## config.mk

```make
export PLATFORM = sky130hd
export DESIGN_NAME = fifo_rd_ctrl
export DESIGN_NICKNAME = d
export VERILOG_FILES = /design/src/rtl/fifo_rd_ctrl_pkg.sv /design/src/rtl/fifo_rd_ctrl.sv
export SDC_FILE = /design/constraint.sdc
export NUM_CORES = 1
export LEC_CHECK = 0
export ABC_AREA = 1
export BUFFER_PORTS_ARGS = -buffer_cell sky130_fd_sc_hd__buf_2
export CORE_UTILIZATION = 35
export DETAILED_ROUTE_END_ITERATION = 7
export PLACE_DENSITY = 0.56
export SKIP_CTS_REPAIR_TIMING = 1
export SYNTH_ARGS = -nofsm -noshare
export SYNTH_HDL_FRONTEND = slang
export SYNTH_SLANG_ARGS = --single-unit
```

## constraint.sdc

```tcl
create_clock -name clk -period 3.05 [get_ports clk]
set_clock_uncertainty 0.1 [all_clocks]
set_input_delay 0.1525 -clock clk [delete_from_list [all_inputs] [get_ports clk]]
set_output_delay 0.1525 -clock clk [all_outputs]
set_load 0.01 [all_outputs]
```

## src/rtl/fifo_rd_ctrl_pkg.sv

```systemverilog
// fifo_rd_ctrl_pkg: state encoding and latency limit shared by the TX FIFO read sequencer
package fifo_rd_ctrl_pkg;
   typedef enum logic [2:0] {IDLE, FETCH, WAIT, VALID, FLUSH} state_e;
   localparam int RD_LAT_MAX = 4;
endpackage

```

## src/rtl/fifo_rd_ctrl.sv

```systemverilog
// fifo_rd_ctrl: fetches FIFO words through a latent RAM port and hands them to the UART TX over valid/ready; FIFO_RD_CTRL_CNT_EN adds the o_xfer_cnt handshake counter
module fifo_rd_ctrl
   import fifo_rd_ctrl_pkg::*;
#(
   parameter int DATA_W = 8,
   parameter int RD_LAT = 1,
   parameter int CNT_W  = 16
) (
   input  logic              clk,
   input  logic              rst,
   input  logic              i_enable,
   input  logic              i_flush,
   output logic              o_fifo_ren,
   input  logic              i_fifo_rempty,
   input  logic [DATA_W-1:0] i_fifo_rdata,
   output logic [DATA_W-1:0] o_tx_data,
   output logic              o_tx_valid,
   input  logic              i_tx_ready,
   output logic              o_busy
`ifdef FIFO_RD_CTRL_CNT_EN
   ,
   output logic [CNT_W-1:0]  o_xfer_cnt
`endif
);

   localparam logic [1:0] LAT_LOAD = 2'(RD_LAT - 1);

   if (RD_LAT < 1 || RD_LAT > RD_LAT_MAX) begin : g_bad_lat
      $error("fifo_rd_ctrl: RD_LAT=%0d outside 1..%0d", RD_LAT, RD_LAT_MAX);
   end
   if (CNT_W < 1) begin : g_bad_cnt
      $error("fifo_rd_ctrl: CNT_W must be positive");
   end

   state_e              state_q, state_d;
   logic [1:0]          lat_q, lat_d;
   logic                flush_seen_q, flush_seen_d;
   logic [DATA_W-1:0]   tx_data_q, tx_data_d;
   logic                tx_valid_q, tx_valid_d;
   logic                drop;

   // a flush seen anywhere in FETCH/WAIT (including the last WAIT cycle) discards the word in flight
   assign drop = flush_seen_q | i_flush;

   // next-state decode: fetch, absorb RAM latency, hold for handshake, or drain on flush
   always_comb begin
      state_d      = state_q;
      lat_d        = lat_q;
      flush_seen_d = flush_seen_q;
      tx_data_d    = tx_data_q;
      tx_valid_d   = tx_valid_q;
      case (state_q)
         IDLE:    state_d = i_flush ? FLUSH : (i_enable & ~i_fifo_rempty) ? FETCH : IDLE;
         FETCH: begin
            lat_d        = LAT_LOAD;
            flush_seen_d = i_flush;
            state_d      = WAIT;
         end
         WAIT: begin
            flush_seen_d = drop;
            lat_d        = (lat_q == 2'd0) ? lat_q : lat_q - 2'd1;
            tx_data_d    = (lat_q == 2'd0 && !drop) ? i_fifo_rdata : tx_data_q;
            tx_valid_d   = (lat_q == 2'd0) & ~drop;
            state_d      = (lat_q != 2'd0) ? WAIT : drop ? FLUSH : VALID;
         end
         VALID: begin
            tx_valid_d = ~(i_flush | i_tx_ready);
            state_d    = i_flush ? FLUSH : !i_tx_ready ? VALID :
                         (i_enable & ~i_fifo_rempty) ? FETCH : IDLE;
         end
         FLUSH:   state_d = i_flush ? FLUSH : IDLE;
         default: state_d = IDLE;
      endcase
   end

   // state and registered transmitter outputs
   always_ff @(posedge clk) begin
      if (rst) begin
         state_q      <= IDLE;
         lat_q        <= 2'd0;
         flush_seen_q <= 1'b0;
         tx_data_q    <= '0;
         tx_valid_q   <= 1'b0;
      end else begin
         state_q      <= state_d;
         lat_q        <= lat_d;
         flush_seen_q <= flush_seen_d;
         tx_data_q    <= tx_data_d;
         tx_valid_q   <= tx_valid_d;
      end
   end

   assign o_fifo_ren = (state_q == FETCH) | ((state_q == FLUSH) & ~i_fifo_rempty);
   assign o_busy     = state_q != IDLE;
   assign o_tx_data  = tx_data_q;
   assign o_tx_valid = tx_valid_q;

`ifdef FIFO_RD_CTRL_CNT_EN
   logic [CNT_W-1:0] xfer_cnt_q, xfer_cnt_d;

   // count accepted handshakes; a same-cycle flush pre-empts the transfer
   always_comb begin
      xfer_cnt_d = xfer_cnt_q + ((state_q == VALID && i_tx_ready && !i_flush) ? CNT_W'(1) : CNT_W'(0));
   end

   // transfer counter register
   always_ff @(posedge clk) begin
      if (rst) xfer_cnt_q <= '0;
      else     xfer_cnt_q <= xfer_cnt_d;
   end

   assign o_xfer_cnt = xfer_cnt_q;
`endif

endmodule

```

==> impl_metrics.py, run 1 <==
metrics = {
    "floorplanning": {
        "num_rows": 16,
        "die_w_um": 47.9,
        "pin_count": 25,
        "core-area_um2": 1980,
        "start_util_pct": 37.2,
        "die-area_um2": 2300,
        "fp.dieH_um": 47.9,
    },
    "cells_and_area": {
        "drive_above_1_share_pct": 34.1,
        "instances_no_fill": 159,
        "syn_to_final_growth_pct": 25.6,
        "layout.nets": 148,
        "fillers": 208,
        "diodes": 0,
    },
    "worst_setup_path": {
        "required_ps": 3130,
        "worst_ep_arrival_time_ps": 1590,
        "end_kind": "register",
        "cp_max_fo": 11,
        "slowest_stage": "dfxtp_1",
        "reg2reg_depth": 8,
        "path_cells": "inv_1 -> ha_1 -> inv_1 -> nor2_2 -> nand2_2 -> inv_2 -> nor2_1 -> nor2_1",
        "r2r_slack_ps": 1540,
        "cpPeakStageDelay_ps": 340,
        "crit_type": "register to register",
        "cp-start-kind": "register",
        "r2r-end": "o_tx_data[2]$_SDFFE_PP0P_",
        "timing.rr.start": "lat_q[0]$_SDFFE_PP0P_",
    },
    "clock_tree": {
        "clock_latency_ps": 280,
        "path_clk_slew_ps": 90,
        "cts_sinks": 15,
        "cts_root_buf": "clkbuf_4",
        "cts_buffer_depth": 2,
        "cts_buffers": 3,
        "cts_tree": "built",
        "cts-htree-levels": 1,
    },
    "timing": {
        "drv_slew": 0,
        "rsz0062_at_grt": "no",
        "slew-limit-headroom_pct": 68.0,
        "fin_tns_setup_ps": 0,
        "finalSetupViolCount": 0,
        "min_period_over_period_pct": 49.4,
        "setup_ws_ps": 1540,
        "finalHoldViolations": 0,
        "max_freq_mhz": 663,
        "tightest_slew_ps": 479,
        "fin_crit_ps": 1510,
        "whs_ps": 8.23,
    },
    "global_route": {
        "track_usage_pct": 13.5,
        "grt_pass1_wl_mm": 2.14,
        "grt_max_degree": 13,
        "overflow": 0,
        "grt_pass1_vias": 497,
        "antenna_found_initial": 0,
    },
    "power": {
        "ir_drop_v": 0.000220,
        "leakage_nw": 0.473,
        "powerDensity_nw_per_um2": 393,
    },
    "logic_synthesis": {
        "synth.yosys.seq_area_share_pct": 40.7,
        "yosys_warnings": 0,
        "synth_top_cell_by_area": "dfxtp_1",
        "synth_most_common_cell": "nor2_1",
        "synth_nets": 118,
        "synth_ff_type": "dfxtp_1",
        "synthCells": 103,
        "synth-edff-count": 0,
        "async_flop_share_pct": 0,
        "synth_area_um2": 738,
        "synthTopCellsByCount": "25 x nor2_1, 21 x nand2_1, 15 x dfxtp_1, 11 x inv_1, 8 x o21ai_2",
        "synth_cell_types": 17,
        "synth_top_cell_area_share_pct": 40.7,
        "ys_seq_elements": 15,
        "syn_area_per_cell_um2": 7.17,
        "synth_area_leaders": "dfxtp_1 41%, nor2_1 13%, nand2_1 11%",
    },
    "route": {
        "dr.pass1.iters": 2,
        "drcViolationCount": 0,
        "drt_first_iter_violations": 5,
        "wire_per_inst_um": 8.82,
        "final_antenna_net_count": 0,
        "viasPerCell": 4.36,
        "vias": 694,
        "wl_mm": 1.40,
    },
    "hold_path": {
        "holdPathStages": 3,
        "worstHoldPathType": "primary input to register",
        "holdPathEnd": "o_tx_data[7]$_SDFFE_PP0P_",
        "hold_start": "i_fifo_rdata[7]",
    },
    "placed_design": {
        "dp_slack_ps": 1570,
        "placed_cells": 152,
        "hpwlAfterDp_mm": 1.08,
        "gp_congestion": 0.842,
        "port_buffers": 24,
    },
    "outcome": {
        "status": "complete, no violations",
    },
    "flow_run": {
        "maxCapViolCount": 0,
    },
}
-- cell type report --
| type | count | area [um2] | share of cell area (%) |
|---|---|---|---|
| timing repair buffer | 27 | 150 | 16.2 |
| tap | 27 | 33.8 | 3.64 |
| inverter | 14 | 52.6 | 5.67 |
| clock buffer | 3 | 22.5 | 2.43 |
| clock inverter | 1 | 5.00 | 0.540 |
| multi-input combinational | 72 | 363 | 39.1 |
| sequential | 15 | 300 | 32.4 |
-- layout by cell type (no fill, tap or decap), types with 2 or more instances in the layout --
cell type / count
nor2_1: 25
buf_2: 24
nand2_1: 21
dfxtp_1: 15
inv_1: 11
o21ai_2: 8
nand3_1: 6
inv_2: 3
clkbuf_4: 3
dlygate4sd3_1: 3
nand2_2: 2
o21ai_0: 2
a21oi_1: 2
-- how the worst max path moves through the flow --
| stage | from | endpoint | cells past startpoint |
|---|---|---|---|
| 2_1_floorplan | lat_q[0]$_SDFFE_PP0P_ | state_q[0]$_SDFF_PP0_ | 9 |
| 3_3_place_gp | lat_q[0]$_SDFFE_PP0P_ | o_tx_data[3]$_SDFFE_PP0P_ | 8 |
| 3_5_place_dp | lat_q[0]$_SDFFE_PP0P_ | o_tx_data[0]$_SDFFE_PP0P_ | 8 |
| 4_1_cts | lat_q[0]$_SDFFE_PP0P_ | o_tx_data[2]$_SDFFE_PP0P_ | 8 |
| 5_1_grt | lat_q[0]$_SDFFE_PP0P_ | o_tx_data[5]$_SDFFE_PP0P_ | 8 |
| 6_report | lat_q[0]$_SDFFE_PP0P_ | o_tx_data[2]$_SDFFE_PP0P_ | 8 |
-- layer usage --
metal | vias up | share of wire, % | track usage, % | wire (um)
li1 | 380 | - | - | -
met1 | 297 | 51 | 20.2 | 720
met2 | 15 | 43 | 17.6 | 602
met3 | 2 | 5.1 | 4.53 | 71
met4 | 0 | 0.64 | 5.00 | 9
met5 | - | 0 | 0 | 0
-- state kept, by name (all words and copies together) (netlist names) --
register / cells
o_tx_data: 8
state_q: 3
lat_q: 2
flush_seen_q: 1
o_tx_valid: 1
-- where the power goes --
| group | total [mW] | switching, mW | internal, mW |
|---|---|---|---|
| clock network | 0.112 | 0.0637 | 0.0486 |
| registers | 0.203 | 0.00322 | 0.200 |
| logic | 0.0485 | 0.0267 | 0.0219 |
| total | 0.364 | 0.0936 | 0.270 |
-- kinds of logic (layout without fill, tap and decap cells) --
kind of cell,after synthesis,count (layout),synth area share (%)
compound gates,13,13,13.9
buf+inv,16,45,10.2
simple gates,58,58,33.6
fa+ha+maj,1,1,1.69
flops,15,15,40.7
-- worst max-delay path, delay by kind of cell (launching register included) --
family	cells	cell delay (ps)
buffers and inverters	3	290
DFF	1	340
and+or+nand+nor	4	460
adders and majority gates	1	220
-- through the flow --
stage | area [um2] | utilization [%] | power (mW)
after floorplan | 738 | - | 0.237
after global placement | 870 | 43.9 | 0.254
after detailed placement | 870 | 43.9 | 0.254
after CTS | 897 | 45.3 | 0.369
after global routing | 927 | 46.8 | 0.391
final | 927 | 46.8 | 0.364
Note: power is estimated with default switching activity, not from simulation.
==> inputs of run 2 (changes only) <==
--- a/config.mk
+++ b/config.mk
@@ -5,7 +5,7 @@
 export SDC_FILE = /design/constraint.sdc
 export NUM_CORES = 1
 export LEC_CHECK = 0
-export ABC_AREA = 1
+export ABC_AREA = 0
 export BUFFER_PORTS_ARGS = -buffer_cell sky130_fd_sc_hd__buf_2
 export CORE_UTILIZATION = 35
 export DETAILED_ROUTE_END_ITERATION = 7
==> constraint.sdc (replaced) <==
create_clock -name clk -period 1.5 [get_ports clk]
set_clock_uncertainty 0.1 [all_clocks]
set_input_delay 0.075 -clock clk [delete_from_list [all_inputs] [get_ports clk]]
set_output_delay 0.075 -clock clk [all_outputs]
set_load 0.01 [all_outputs]
==> impl_metrics.py, run 2 <==
metrics = {
    "route": {
        "vias": 802,
        "dr.pass1.iters": 4,
        "wl_mm": 1.84,
        "wire_per_inst_um": 11.8,
        "viasPerCell": 5.14,
        "final_antenna_net_count": 0,
        "drt_first_iter_violations": 17,
        "drcViolationCount": 0,
    },
    "worst_setup_path": {
        "slowest_stage": "dfxtp_4",
        "path_depth": 3,
        "cpPeakStageDelay_ps": 370,
        "timing.rr.start": "lat_q[0]$_SDFFE_PP0P_",
        "critPathCapture": "o_busy",
        "cp_max_fo": 9,
        "crit_type": "register to output port",
        "r2r_slack_ps": 90,
        "path_cells": "buf_4 -> or3_1 -> buf_2",
        "critPathBufInv": 2,
        "cp-start-kind": "register",
        "r2r-end": "state_q[0]$_SDFF_PP0_",
        "critPathLaunch": "state_q[0]$_SDFF_PP0_",
        "worst_ep_arrival_time_ps": 1260,
        "reg2reg_depth": 5,
        "required_ps": 1320,
        "path_delay_family": "flip-flops",
        "end_kind": "output port",
    },
    "cells_and_area": {
        "ff_latch_area_um2": 308,
        "utilization_pct": 53.8,
        "final_common_cell": "buf_2",
        "multi_input_area_um2": 415,
        "layout_common_cells": "24 x buf_2, 13 x a21oi_1, 13 x dfxtp_1",
        "drive_above_1_share_pct": 31.8,
        "syn_to_final_growth_pct": 42.0,
        "finalInstanceArea_um2": 1070,
        "diodes": 0,
        "layout.nets": 145,
        "largest_reg_flops": 8,
        "fillers": 198,
    },
    "clock_tree": {
        "cts_sinks": 15,
        "cts_root_buf": "clkbuf_4",
        "clock_latency_ps": 280,
        "cts_buffer_depth": 2,
        "cts-htree-levels": 1,
        "path_clk_slew_ps": 100,
        "cts_buffers": 3,
        "cts_tree": "built",
    },
    "logic_synthesis": {
        "synth_top_family_by_area": "simple AND/OR/NAND/NOR gates",
        "synthCells": 91,
        "synth_cell_types": 27,
        "synth_nets": 106,
        "synth.yosys.seq_area_share_pct": 40.0,
        "synthMuxAreaShare_pct": 1.33,
        "ys_seq_elements": 15,
        "synth_area_um2": 751,
        "synth_ff_type": "dfxtp_1",
        "synth_area_leaders": "dfxtp_1 40%, a21oi_1 8.7%, o21ai_0 8.0%",
        "synthTopCellsByCount": "15 x dfxtp_1, 13 x a21oi_1, 12 x o21ai_0, 8 x nand3_1, 5 x inv_1",
        "synth-edff-count": 0,
        "synth_top_cell_area_share_pct": 40.0,
        "synth_compound_area_share_pct": 24.2,
        "yosys.area_share.simple_pct": 25.0,
        "synth_most_common_cell": "dfxtp_1",
        "synth_adder_area_share_pct": 1.67,
        "async_flop_share_pct": 0,
        "syn_area_per_cell_um2": 8.25,
        "synth_top_cell_by_area": "dfxtp_1",
        "yosys_warnings": 0,
        "synth_xor_area_share_pct": 1.17,
    },
    "floorplanning": {
        "num_rows": 16,
        "die_w_um": 48.3,
        "die-area_um2": 2330,
        "fp.dieH_um": 48.3,
        "start_util_pct": 37.9,
        "core-area_um2": 1980,
        "pin_count": 25,
    },
    "timing": {
        "min_period_over_period_pct": 95.6,
        "rsz0062_at_grt": "yes",
        "drv_slew": 0,
        "tightest_slew_ps": 303,
        "fin_crit_ps": 1430,
        "whs_ps": 44.2,
        "finalSetupViolCount": 0,
        "slew-limit-headroom_pct": 79.8,
        "finalHoldViolations": 0,
        "max_freq_mhz": 697,
    },
    "global_route": {
        "grt_pass1_wl_mm": 2.92,
        "grt_pass1_vias": 653,
        "antenna_found_initial": 0,
        "grt_max_degree": 16,
        "track_usage_pct": 15.6,
        "overflow": 0,
    },
    "power": {
        "powerDensity_nw_per_um2": 703,
        "p_total_mw": 0.750,
        "leakage_nw": 0.428,
        "ir_drop_v": 0.000302,
    },
    "placed_design": {
        "hpwlAfterDp_mm": 1.24,
        "place_area_um2": 918,
        "port_buffers": 24,
        "gp_congestion": 0.750,
    },
    "hold_path": {
        "holdPathStages": 4,
        "worstHoldPathType": "primary input to register",
    },
    "flow_run": {
        "maxCapViolCount": 0,
    },
    "outcome": {
        "status": "complete, no violations",
    },
}
run 2: cell types whose count changed after synthesis, sizes merged, moves of 4 or more:
| cell | before | now |
|---|---|---|
| nor2 | 27 | 3 |
| nand2 | 23 | 1 |
| a21oi | 2 | 13 |
| inv | 14 | 5 |
| nor2b | 0 | 4 |
run 2: worst min-delay path by stage:
stage | to | from | slack (ps)
2_1_floorplan | flush_seen_q$_SDFFE_PP0P_ | rst | 50
3_3_place_gp | o_tx_data[5]$_SDFFE_PP0P_ | i_fifo_rdata[5] | 230
3_5_place_dp | o_tx_data[5]$_SDFFE_PP0P_ | i_fifo_rdata[5] | 230
4_1_cts | o_tx_data[5]$_SDFFE_PP0P_ | i_fifo_rdata[5] | -80
5_1_grt | o_tx_data[5]$_SDFFE_PP0P_ | rst | 40
6_report | state_q[0]$_SDFF_PP0_ | i_flush | 40
run 2: area by class of cell:
cell class	count	area share, %
Sequential cell	15	28.9
Clock inverter	1	0.469
Tap cell	27	3.17
Timing Repair Buffer	40	24.6
Inverter	5	1.76
Clock buffer	3	2.11
Multi-Input combinational cell	65	39.0
run 2: logic make-up after synthesis:
logic type | count (synthesis)
AO/OA/AOI/OAI | 32
AND/OR/NAND/NOR | 30
flip-flops | 15
buffers and inverters | 11
XOR/XNOR | 1
multiplexers | 1
adder cells (fa/ha/maj) | 1
run 2: tightest hold or removal path, delay by kind of cell:
family	cells	cell delay, ps
AND/OR/NAND/NOR	2	130
AO/OA/AOI/OAI	1	60
buffers and inverters	1	140
run 2: metal layers:
| metal | wire length, um | track usage (%) | share of wire, % | vias to the layer above |
|---|---|---|---|---|
| met3 | 92 | 3.14 | 5.0 | 2 |
| met2 | 860 | 25.1 | 47 | 27 |
| met4 | 13 | 5.88 | 0.71 | 0 |
| met1 | 870 | 20.5 | 47 | 361 |
| li1 | - | - | - | 412 |
| met5 | 0 | 0 | 0 | - |
run 2: power breakdown:
part           internal [mW]  switching (mW)  total (mW)  leakage (nW)
logic                 0.0596          0.0503       0.110         0.287
registers              0.402         0.00946       0.411         0.123
clock network         0.0988           0.130       0.229        0.0177
total                  0.560           0.190       0.750         0.428
run 2: per-stage QoR:
stage          setup TNS, ps  setup slack [ps]  cells
4_1_cts                -36.0             -29.1    146
2_1_floorplan              0              52.4     91
6_report                   0              65.5    156
5_1_grt                -2.60             -2.60    156
3_3_place_gp               0              81.4    142
3_5_place_dp               0              38.0    142
